[src/rtl/apb_master_bridge_if.sv]
// Bus bundle for apb_master_bridge: upstream command/response handshake plus the APB master signals.
// The master modport is the bridge's view; the slave modport is the view of whatever surrounds it.
interface apb_master_bridge_if #(
   parameter int ADDR_WIDTH = 6,
   parameter int DATA_WIDTH = 32
);
   logic                  cmd_valid;
   logic                  cmd_ready;
   logic                  cmd_write;
   logic [ADDR_WIDTH-1:0] cmd_addr;
   logic [DATA_WIDTH-1:0] cmd_wdata;

   logic                  rsp_valid;
   logic                  rsp_ready;
   logic [DATA_WIDTH-1:0] rsp_rdata;
   logic                  rsp_slverr;
   logic                  rsp_timeout;

   logic [ADDR_WIDTH-1:0] Paddr;
   logic                  Pselx;
   logic                  Penable;
   logic                  Pwrite;
   logic [DATA_WIDTH-1:0] Pwdata;
   logic                  Pready;
   logic                  Pslverr;
   logic [DATA_WIDTH-1:0] Prdata;

   modport master (
      input  cmd_valid, cmd_write, cmd_addr, cmd_wdata, rsp_ready,
             Pready, Pslverr, Prdata,
      output cmd_ready, rsp_valid, rsp_rdata, rsp_slverr, rsp_timeout,
             Paddr, Pselx, Penable, Pwrite, Pwdata
   );

   modport slave (
      output cmd_valid, cmd_write, cmd_addr, cmd_wdata, rsp_ready,
             Pready, Pslverr, Prdata,
      input  cmd_ready, rsp_valid, rsp_rdata, rsp_slverr, rsp_timeout,
             Paddr, Pselx, Penable, Pwrite, Pwdata
   );
endinterface

[src/rtl/apb_master_bridge.sv]
// Single-outstanding bridge from a valid/ready command port to APB setup/access transfers,
// with an access-phase wait timeout and a saturating error counter.
module apb_master_bridge #(
   parameter int ADDR_WIDTH     = 6,
   parameter int DATA_WIDTH     = 32,
   parameter int TIMEOUT_CYCLES = 16,
   parameter int ERRCNT_WIDTH   = 8
) (
   input  logic                    Pclk,
   input  logic                    Prst,
   apb_master_bridge_if.master     bus,
   output logic [ERRCNT_WIDTH-1:0] err_count
);

   localparam int WCNT_W = (TIMEOUT_CYCLES > 1) ? $clog2(TIMEOUT_CYCLES) : 1;
   localparam logic [WCNT_W-1:0] WCNT_LAST = WCNT_W'(TIMEOUT_CYCLES - 1);

   typedef enum logic [1:0] {S_IDLE, S_SETUP, S_ACCESS, S_RESP} state_t;

   state_t                  state, state_nxt;
   logic                    cmd_ready_c, psel_c, penable_c, rsp_valid_c;
   logic                    accept, timeout_hit;
   logic [ADDR_WIDTH-1:0]   paddr_q;
   logic                    pwrite_q;
   logic [DATA_WIDTH-1:0]   pwdata_q;
   logic [DATA_WIDTH-1:0]   rsp_rdata_q;
   logic                    rsp_slverr_q, rsp_timeout_q;
   logic [ERRCNT_WIDTH-1:0] err_cnt_q;
   logic [WCNT_W-1:0]       wait_cnt;

   function automatic logic [ERRCNT_WIDTH-1:0] sat_inc(input logic [ERRCNT_WIDTH-1:0] v);
      return (v == '1) ? v : v + ERRCNT_WIDTH'(1);
   endfunction

   assign accept      = cmd_ready_c & bus.cmd_valid;
   assign timeout_hit = (TIMEOUT_CYCLES != 0) && (state == S_ACCESS) &&
                        !bus.Pready && (wait_cnt == WCNT_LAST);

   always_ff @(posedge Pclk or negedge Prst) begin
      if (!Prst) state <= S_IDLE;
      else       state <= state_nxt;
   end

   always_comb begin
      state_nxt = state;
      unique case (state)
         S_IDLE:   if (accept) state_nxt = S_SETUP;
         S_SETUP:  state_nxt = S_ACCESS;
         S_ACCESS: if (bus.Pready || timeout_hit) state_nxt = S_RESP;
         S_RESP:   if (bus.rsp_ready) state_nxt = S_IDLE;
         default:  state_nxt = S_IDLE;
      endcase
   end

   // Select/enable/valid decode straight from state so reset drops them at once
   always_comb begin
      cmd_ready_c = 1'b0;
      psel_c      = 1'b0;
      penable_c   = 1'b0;
      rsp_valid_c = 1'b0;
      unique case (state)
         S_IDLE:   cmd_ready_c = Prst;
         S_SETUP:  psel_c      = 1'b1;
         S_ACCESS: begin
            psel_c    = 1'b1;
            penable_c = 1'b1;
         end
         S_RESP:   rsp_valid_c = 1'b1;
         default:  cmd_ready_c = 1'b0;
      endcase
   end

   always_ff @(posedge Pclk or negedge Prst) begin
      if (!Prst) begin
         paddr_q       <= '0;
         pwrite_q      <= 1'b0;
         pwdata_q      <= '0;
         rsp_rdata_q   <= '0;
         rsp_slverr_q  <= 1'b0;
         rsp_timeout_q <= 1'b0;
         err_cnt_q     <= '0;
         wait_cnt      <= '0;
      end else begin
         if (accept) begin
            paddr_q  <= bus.cmd_addr;
            pwrite_q <= bus.cmd_write;
            pwdata_q <= bus.cmd_write ? bus.cmd_wdata : '0;
         end
         // Pready wins over a timeout landing on the same edge
         if (state == S_ACCESS) begin
            if (bus.Pready) begin
               rsp_slverr_q  <= bus.Pslverr;
               rsp_rdata_q   <= pwrite_q ? '0 : bus.Prdata;
               rsp_timeout_q <= 1'b0;
               if (bus.Pslverr) err_cnt_q <= sat_inc(err_cnt_q);
            end else if (timeout_hit) begin
               rsp_slverr_q  <= 1'b1;
               rsp_rdata_q   <= '0;
               rsp_timeout_q <= 1'b1;
               err_cnt_q     <= sat_inc(err_cnt_q);
            end else begin
               wait_cnt <= wait_cnt + WCNT_W'(1);
            end
         end
         if (state == S_RESP && bus.rsp_ready) wait_cnt <= '0;
      end
   end

   assign bus.cmd_ready   = cmd_ready_c;
   assign bus.rsp_valid   = rsp_valid_c;
   assign bus.rsp_rdata   = rsp_rdata_q;
   assign bus.rsp_slverr  = rsp_slverr_q;
   assign bus.rsp_timeout = rsp_timeout_q;
   assign bus.Paddr       = paddr_q;
   assign bus.Pselx       = psel_c;
   assign bus.Penable     = penable_c;
   assign bus.Pwrite      = pwrite_q;
   assign bus.Pwdata      = pwdata_q;
   assign err_count       = err_cnt_q;

endmodule

[src/flat_wrapper.sv]
// flat-port wrapper written by rule: the top's interface ports become plain ports
module apb_master_bridge_flat 
#(
   parameter int ADDR_WIDTH     = 6,
   parameter int DATA_WIDTH     = 32,
   parameter int TIMEOUT_CYCLES = 16,
   parameter int ERRCNT_WIDTH   = 8
)
  (Pclk, Prst, err_count, bus_cmd_valid, bus_cmd_write, bus_cmd_addr, bus_cmd_wdata, bus_rsp_ready, bus_Pready, bus_Pslverr, bus_Prdata, bus_cmd_ready, bus_rsp_valid, bus_rsp_rdata, bus_rsp_slverr, bus_rsp_timeout, bus_Paddr, bus_Pselx, bus_Penable, bus_Pwrite, bus_Pwdata);
  apb_master_bridge_if #(.ADDR_WIDTH(ADDR_WIDTH), .DATA_WIDTH(DATA_WIDTH)) bus_i ();
  input  logic Pclk;
  input  logic Prst;
  output logic [ERRCNT_WIDTH-1:0] err_count;
  input wire logic [$bits(bus_i.cmd_valid)-1:0] bus_cmd_valid;
  input wire logic [$bits(bus_i.cmd_write)-1:0] bus_cmd_write;
  input wire logic [$bits(bus_i.cmd_addr)-1:0] bus_cmd_addr;
  input wire logic [$bits(bus_i.cmd_wdata)-1:0] bus_cmd_wdata;
  input wire logic [$bits(bus_i.rsp_ready)-1:0] bus_rsp_ready;
  input wire logic [$bits(bus_i.Pready)-1:0] bus_Pready;
  input wire logic [$bits(bus_i.Pslverr)-1:0] bus_Pslverr;
  input wire logic [$bits(bus_i.Prdata)-1:0] bus_Prdata;
  output wire logic [$bits(bus_i.cmd_ready)-1:0] bus_cmd_ready;
  output wire logic [$bits(bus_i.rsp_valid)-1:0] bus_rsp_valid;
  output wire logic [$bits(bus_i.rsp_rdata)-1:0] bus_rsp_rdata;
  output wire logic [$bits(bus_i.rsp_slverr)-1:0] bus_rsp_slverr;
  output wire logic [$bits(bus_i.rsp_timeout)-1:0] bus_rsp_timeout;
  output wire logic [$bits(bus_i.Paddr)-1:0] bus_Paddr;
  output wire logic [$bits(bus_i.Pselx)-1:0] bus_Pselx;
  output wire logic [$bits(bus_i.Penable)-1:0] bus_Penable;
  output wire logic [$bits(bus_i.Pwrite)-1:0] bus_Pwrite;
  output wire logic [$bits(bus_i.Pwdata)-1:0] bus_Pwdata;
  assign bus_i.cmd_valid = bus_cmd_valid;
  assign bus_i.cmd_write = bus_cmd_write;
  assign bus_i.cmd_addr = bus_cmd_addr;
  assign bus_i.cmd_wdata = bus_cmd_wdata;
  assign bus_i.rsp_ready = bus_rsp_ready;
  assign bus_i.Pready = bus_Pready;
  assign bus_i.Pslverr = bus_Pslverr;
  assign bus_i.Prdata = bus_Prdata;
  assign bus_cmd_ready = bus_i.cmd_ready;
  assign bus_rsp_valid = bus_i.rsp_valid;
  assign bus_rsp_rdata = bus_i.rsp_rdata;
  assign bus_rsp_slverr = bus_i.rsp_slverr;
  assign bus_rsp_timeout = bus_i.rsp_timeout;
  assign bus_Paddr = bus_i.Paddr;
  assign bus_Pselx = bus_i.Pselx;
  assign bus_Penable = bus_i.Penable;
  assign bus_Pwrite = bus_i.Pwrite;
  assign bus_Pwdata = bus_i.Pwdata;
  apb_master_bridge #(.ADDR_WIDTH(ADDR_WIDTH), .DATA_WIDTH(DATA_WIDTH), .TIMEOUT_CYCLES(TIMEOUT_CYCLES), .ERRCNT_WIDTH(ERRCNT_WIDTH)) u_core (.Pclk(Pclk), .Prst(Prst), .bus(bus_i), .err_count(err_count));
endmodule
[config.mk]
export PLATFORM = sky130hd
export DESIGN_NAME = apb_master_bridge_flat
export DESIGN_NICKNAME = d
export VERILOG_FILES = /design/src/rtl/apb_master_bridge_if.sv /design/src/rtl/apb_master_bridge.sv /design/src/flat_wrapper.sv
export SDC_FILE = /design/constraint.sdc
export NUM_CORES = 1
export LEC_CHECK = 0
export BUFFER_PORTS_ARGS = -buffer_cell sky130_fd_sc_hd__buf_2
export CAP_MARGIN = 25
export CORE_MARGIN = 4
export CORE_UTILIZATION = 40
export DETAILED_ROUTE_END_ITERATION = 10
export GPL_TIMING_DRIVEN = 0
export PLACE_DENSITY = 0.7
export SLEW_MARGIN = 20
export SYNTH_ARGS = -nofsm -noshare
export SYNTH_HDL_FRONTEND = slang
export SYNTH_SLANG_ARGS = --single-unit
[constraint.sdc]
create_clock -name Pclk -period 1.7 [get_ports Pclk]
set_input_delay 0.085 -clock Pclk [delete_from_list [all_inputs] [get_ports Pclk]]
set_output_delay 0.085 -clock Pclk [all_outputs]
set_load 0.05 [all_outputs]
==> summary.md <==
| Metric | Value |
|---|---|
| Top_reg_cell synth | `dfrtp_1` |
| Fillers | `727` |
| Mapped Nets | `455` |
| CP max stage cell | `dfrtp_1` |
| Pwr Density | `1860 nW/µm²` |
| Ys Warns | `0` |
| Top Ports | `162` |
| Skew final | `0.00629 ns` |
| VDD IR max | `1.03 mV` |
| Site Rows | `34` |
| Final setup violation count | `0` |
| Die Span Y | `103 µm` |
| Final worst setup slack | `0.0105 ns` |
| Setup crit end | `bus_cmd_ready` |
| Crit path max fanout | `4` |
| Vias in the first global route | `3,573` |
| Layout cells sized above 1 | `34.3%` |
| Finished Core Util | `64.3%` |
| Syn avg cell area | `9.77 µm²` |
| GRT met1 Usage | `23.5%` |
| Met3 usage | `2.08%` |
| Mapped Cells | `373` |
| Vias/cell | `4.90` |
| Global-route wire length before repair | `16,500 µm` |
| Root Driver | `clkbuf_8` |
| Place WS | `-0.210 ns` |
| R2R setup slack | `0.04 ns` |
| Most used routing layer | `met2` |
| Endpoint class of the critical path | `primary output` |
| Flops & latches, synth | `87` |
| Die ar. | `10,700 µm²` |
| Synth unique cells | `36` |
| Final min period | `1.69 ns` |
| Worst min path class | `in2reg` |
| CTS H-tree depth | `3` |
| Worst-Margin Slew | `0.448 ns` |
| Max-cap violations | `0` |
| Dpl hpwl | `7100 µm` |
| DIE WIDTH | `103 µm` |
| Slew headroom | `70.1%` |
| Reg2reg path depth | `5` |
| DRC Markers | `0` |
| DR pass1 iterations | `5` |
| # clock sinks | `87` |
| Max clock buf depth | `2` |
| Count of pins over their slew limit | `0` |
| Initial DRC count | `97` |
| Critical R2R Launch | `u_core.state[0]` |
| CP required | `1.62 ns` |
| Asr flop ratio synth | `100%` |
| Outcome | `finished clean` |
| WL final | `10,900 µm` |
| Worst skew pair latency | `0.35 ns` |
| Nets@finish | `703` |
| Met2 usage | `34.1%` |
| CTS clk-pin slew, worst paths | `0.09 ns` |
| Vias | `3,595` |
| Starting density of the core | `41.4%` |
| Sequential fraction of the synthesis area | `59.8%` |
| Largest net degree at the start of global routing | `51` |
| Core box area | `8810 µm²` |
| WP data arrival | `1.60 ns` |
| Wire per inst | `14.9 µm` |
| Initial antenna violation count | `0` |
| Global route total overflow | `0` |
| CTS tree | `yes` |
| EDFF count, synth | `0` |
| Worst path cell trace | `inv_1, ha_2, and2_1, clkbuf_4` |
| Routed Antenna Nets | `0` |
| CP Launch Type | `flop` |
| Cts bufs inserted | `9` |
| Syn Std Cell Area | `3640 µm²` |
| Gpl congestion | `0.784` |
| Worst setup startpoint | `u_core.state[0]` |
| Critical Path Max Stage Delay | `0.42 ns` |
| Unrepaired setup endpoints after global routing | `yes` |
| IO Port Bufs | `160` |
| Gr usage total | `19.7%` |
| Reg-to-Reg End | `u_core.bus.Paddr[2]` |
| Ant diodes | `0` |
| Pleak | `2.91 nW` |
| Area grow syn2layout | `55.4%` |
| Setup CP Type | `reg2out` |
| Period utilization | `99.4%` |
| Maximum clock rate | `592 MHz` |
| Final Hold Fails | `0` |
## repair_timing
| action | 4_1_cts | 5_1_grt |
|---|---|---|
| hold buffers | 72 | 0 |
| setup endpoints to repair | 19 | 74 |
| resized for setup | 4 | 12 |
| gates cloned | 0 | 0 |
| hold endpoints to repair | 112 | 0 |
| setup buffers | 0 | 4 |
## final cells by class
cell class | count | area, µm² | area share (%)
flip-flops and latches | 87 | 2180 | 38.5
repair buffers | 237 | 1590 | 28.2
multi-input cells | 262 | 1400 | 24.7
well taps | 108 | 135 | 2.39
plain buffers | 22 | 129 | 2.28
clock buffers | 10 | 128 | 2.25
clock inverters | 6 | 92.6 | 1.64
inverters | 2 | 7.51 | 0.133
## power by group
group          switching [mW]  total, mW  internal, mW
Sequential              0.474       3.33          2.86
Clock                   0.756       1.60         0.842
Combinational            4.17       5.60          1.42
Total                    5.40       10.5          5.12
## worst min-delay path by stage
| stage | slack, ns | end | cells after the start | from |
|---|---|---|---|---|
| 3_3_place_gp | 0.32 | u_core.bus.Paddr[0] | 2 | bus_cmd_addr[0] |
| 4_1_cts | 0.002 | u_core.bus.Pwdata[12] | 3 | bus_cmd_wdata[12] |
| 6_report | 0.006 | u_core.bus.Pwdata[12] | 3 | bus_cmd_wdata[12] |
| 5_1_grt | 0.02 | u_core.bus.Pwdata[12] | 3 | bus_cmd_wdata[12] |
| 2_1_floorplan | -0.21 | u_core.bus.Paddr[0] | 0 | Prst |
| 3_5_place_dp | 0.1 | u_core.bus.Pwdata[25] | 1 | Prst |
## routing by layer
layer / vias up / part of all wire (%) / routed length [µm]
met5: - / 0 / 0
met4: 0 / 4.6 / 496
met3: 42 / 4.2 / 459
met2: 128 / 52 / 5640
li1: 1730 / - / -
met1: 1695 / 39 / 4300
## per-stage QoR
step	power [mW]	instance area, µm²	setup TNS [ns]	std cells	hold slack (ns)
floorplan	7.30	3660	0	373	-0.211
global placement	8.53	4590	-65.33	641	0.316
detailed placement	8.66	4620	-3.00	642	0.0974
CTS	10.4	5590	0	730	0.00249
global route	11.1	5660	-2.05	734	0.0155
finish	10.5	5660	0	734	0.00636
## flip-flops by register name, summed over array words and instances, names as in the netlist
name,count
u_core.bus.Paddr,6
u_core.bus.Pwdata,32
u_core.bus.Pwrite,1
u_core.bus.rsp_rdata,32
u_core.bus.rsp_slverr,1
u_core.bus.rsp_timeout,1
u_core.err_count,8
u_core.state,2
u_core.wait_cnt,4
## synthesized netlist by cell type, types with 4 or more instances
cell type | number | area (µm²)
nand2_1 | 133 | 499
dfrtp_1 | 87 | 2180
o21ai_0 | 55 | 275
clkbuf_1 | 12 | 45.0
o21ai_1 | 11 | 55.1
a21oi_1 | 9 | 45.0
mux2_2 | 7 | 78.8
nand3_1 | 6 | 30.0
ha_1 | 5 | 62.6
and3_1 | 4 | 25.0
buf_2 | 4 | 20.0
buf_4 | 4 | 30.0
xor2_1 | 4 | 35.0
## critical path, delay by kind of cell (launching register included)
| family | cells | cell delay [ns] |
|---|---|---|
| flops | 1 | 0.42 |
| simple gates | 1 | 0.16 |
| fa+ha+maj | 1 | 0.30 |
| buf+inv | 2 | 0.38 |
## cell families (layout without fill, tap and decap cells)
kind of cell	count (synthesis)	in the layout	share of synthesized area, %
multiplexers	10	10	3.06
adder cells (fa/ha/maj)	5	5	1.72
AO/OA/AOI/OAI	81	81	12.1
buffers and inverters	24	277	3.43
XOR/XNOR	6	6	1.44
AND/OR/NAND/NOR	160	160	18.5
flip-flops	87	87	59.8
## cells in the final DEF (no fill, tap or decap), drive strengths merged
master and n:
buf 175, nor3 1, nand2 133, nand2b 1, o32a 1, and3 5, clkinv 1, ha 5
nand3 7, a31oi 1, nor4 1, xor2 4, nand4 2, nor2 3, dlygate4sd3 71, o21ai 66
and2b 1, dfrtp 87, inv 4, xnor2 2, bufinv 2, a21oi 10, clkinvlp 1, and2 1
a21o 1, nor2b 3, nor3b 1, a211oi 1, and4b 1, clkbuf 23, mux2 9, a221oi 1
mux2i 1
Note: power is estimated with default switching activity, not from simulation.
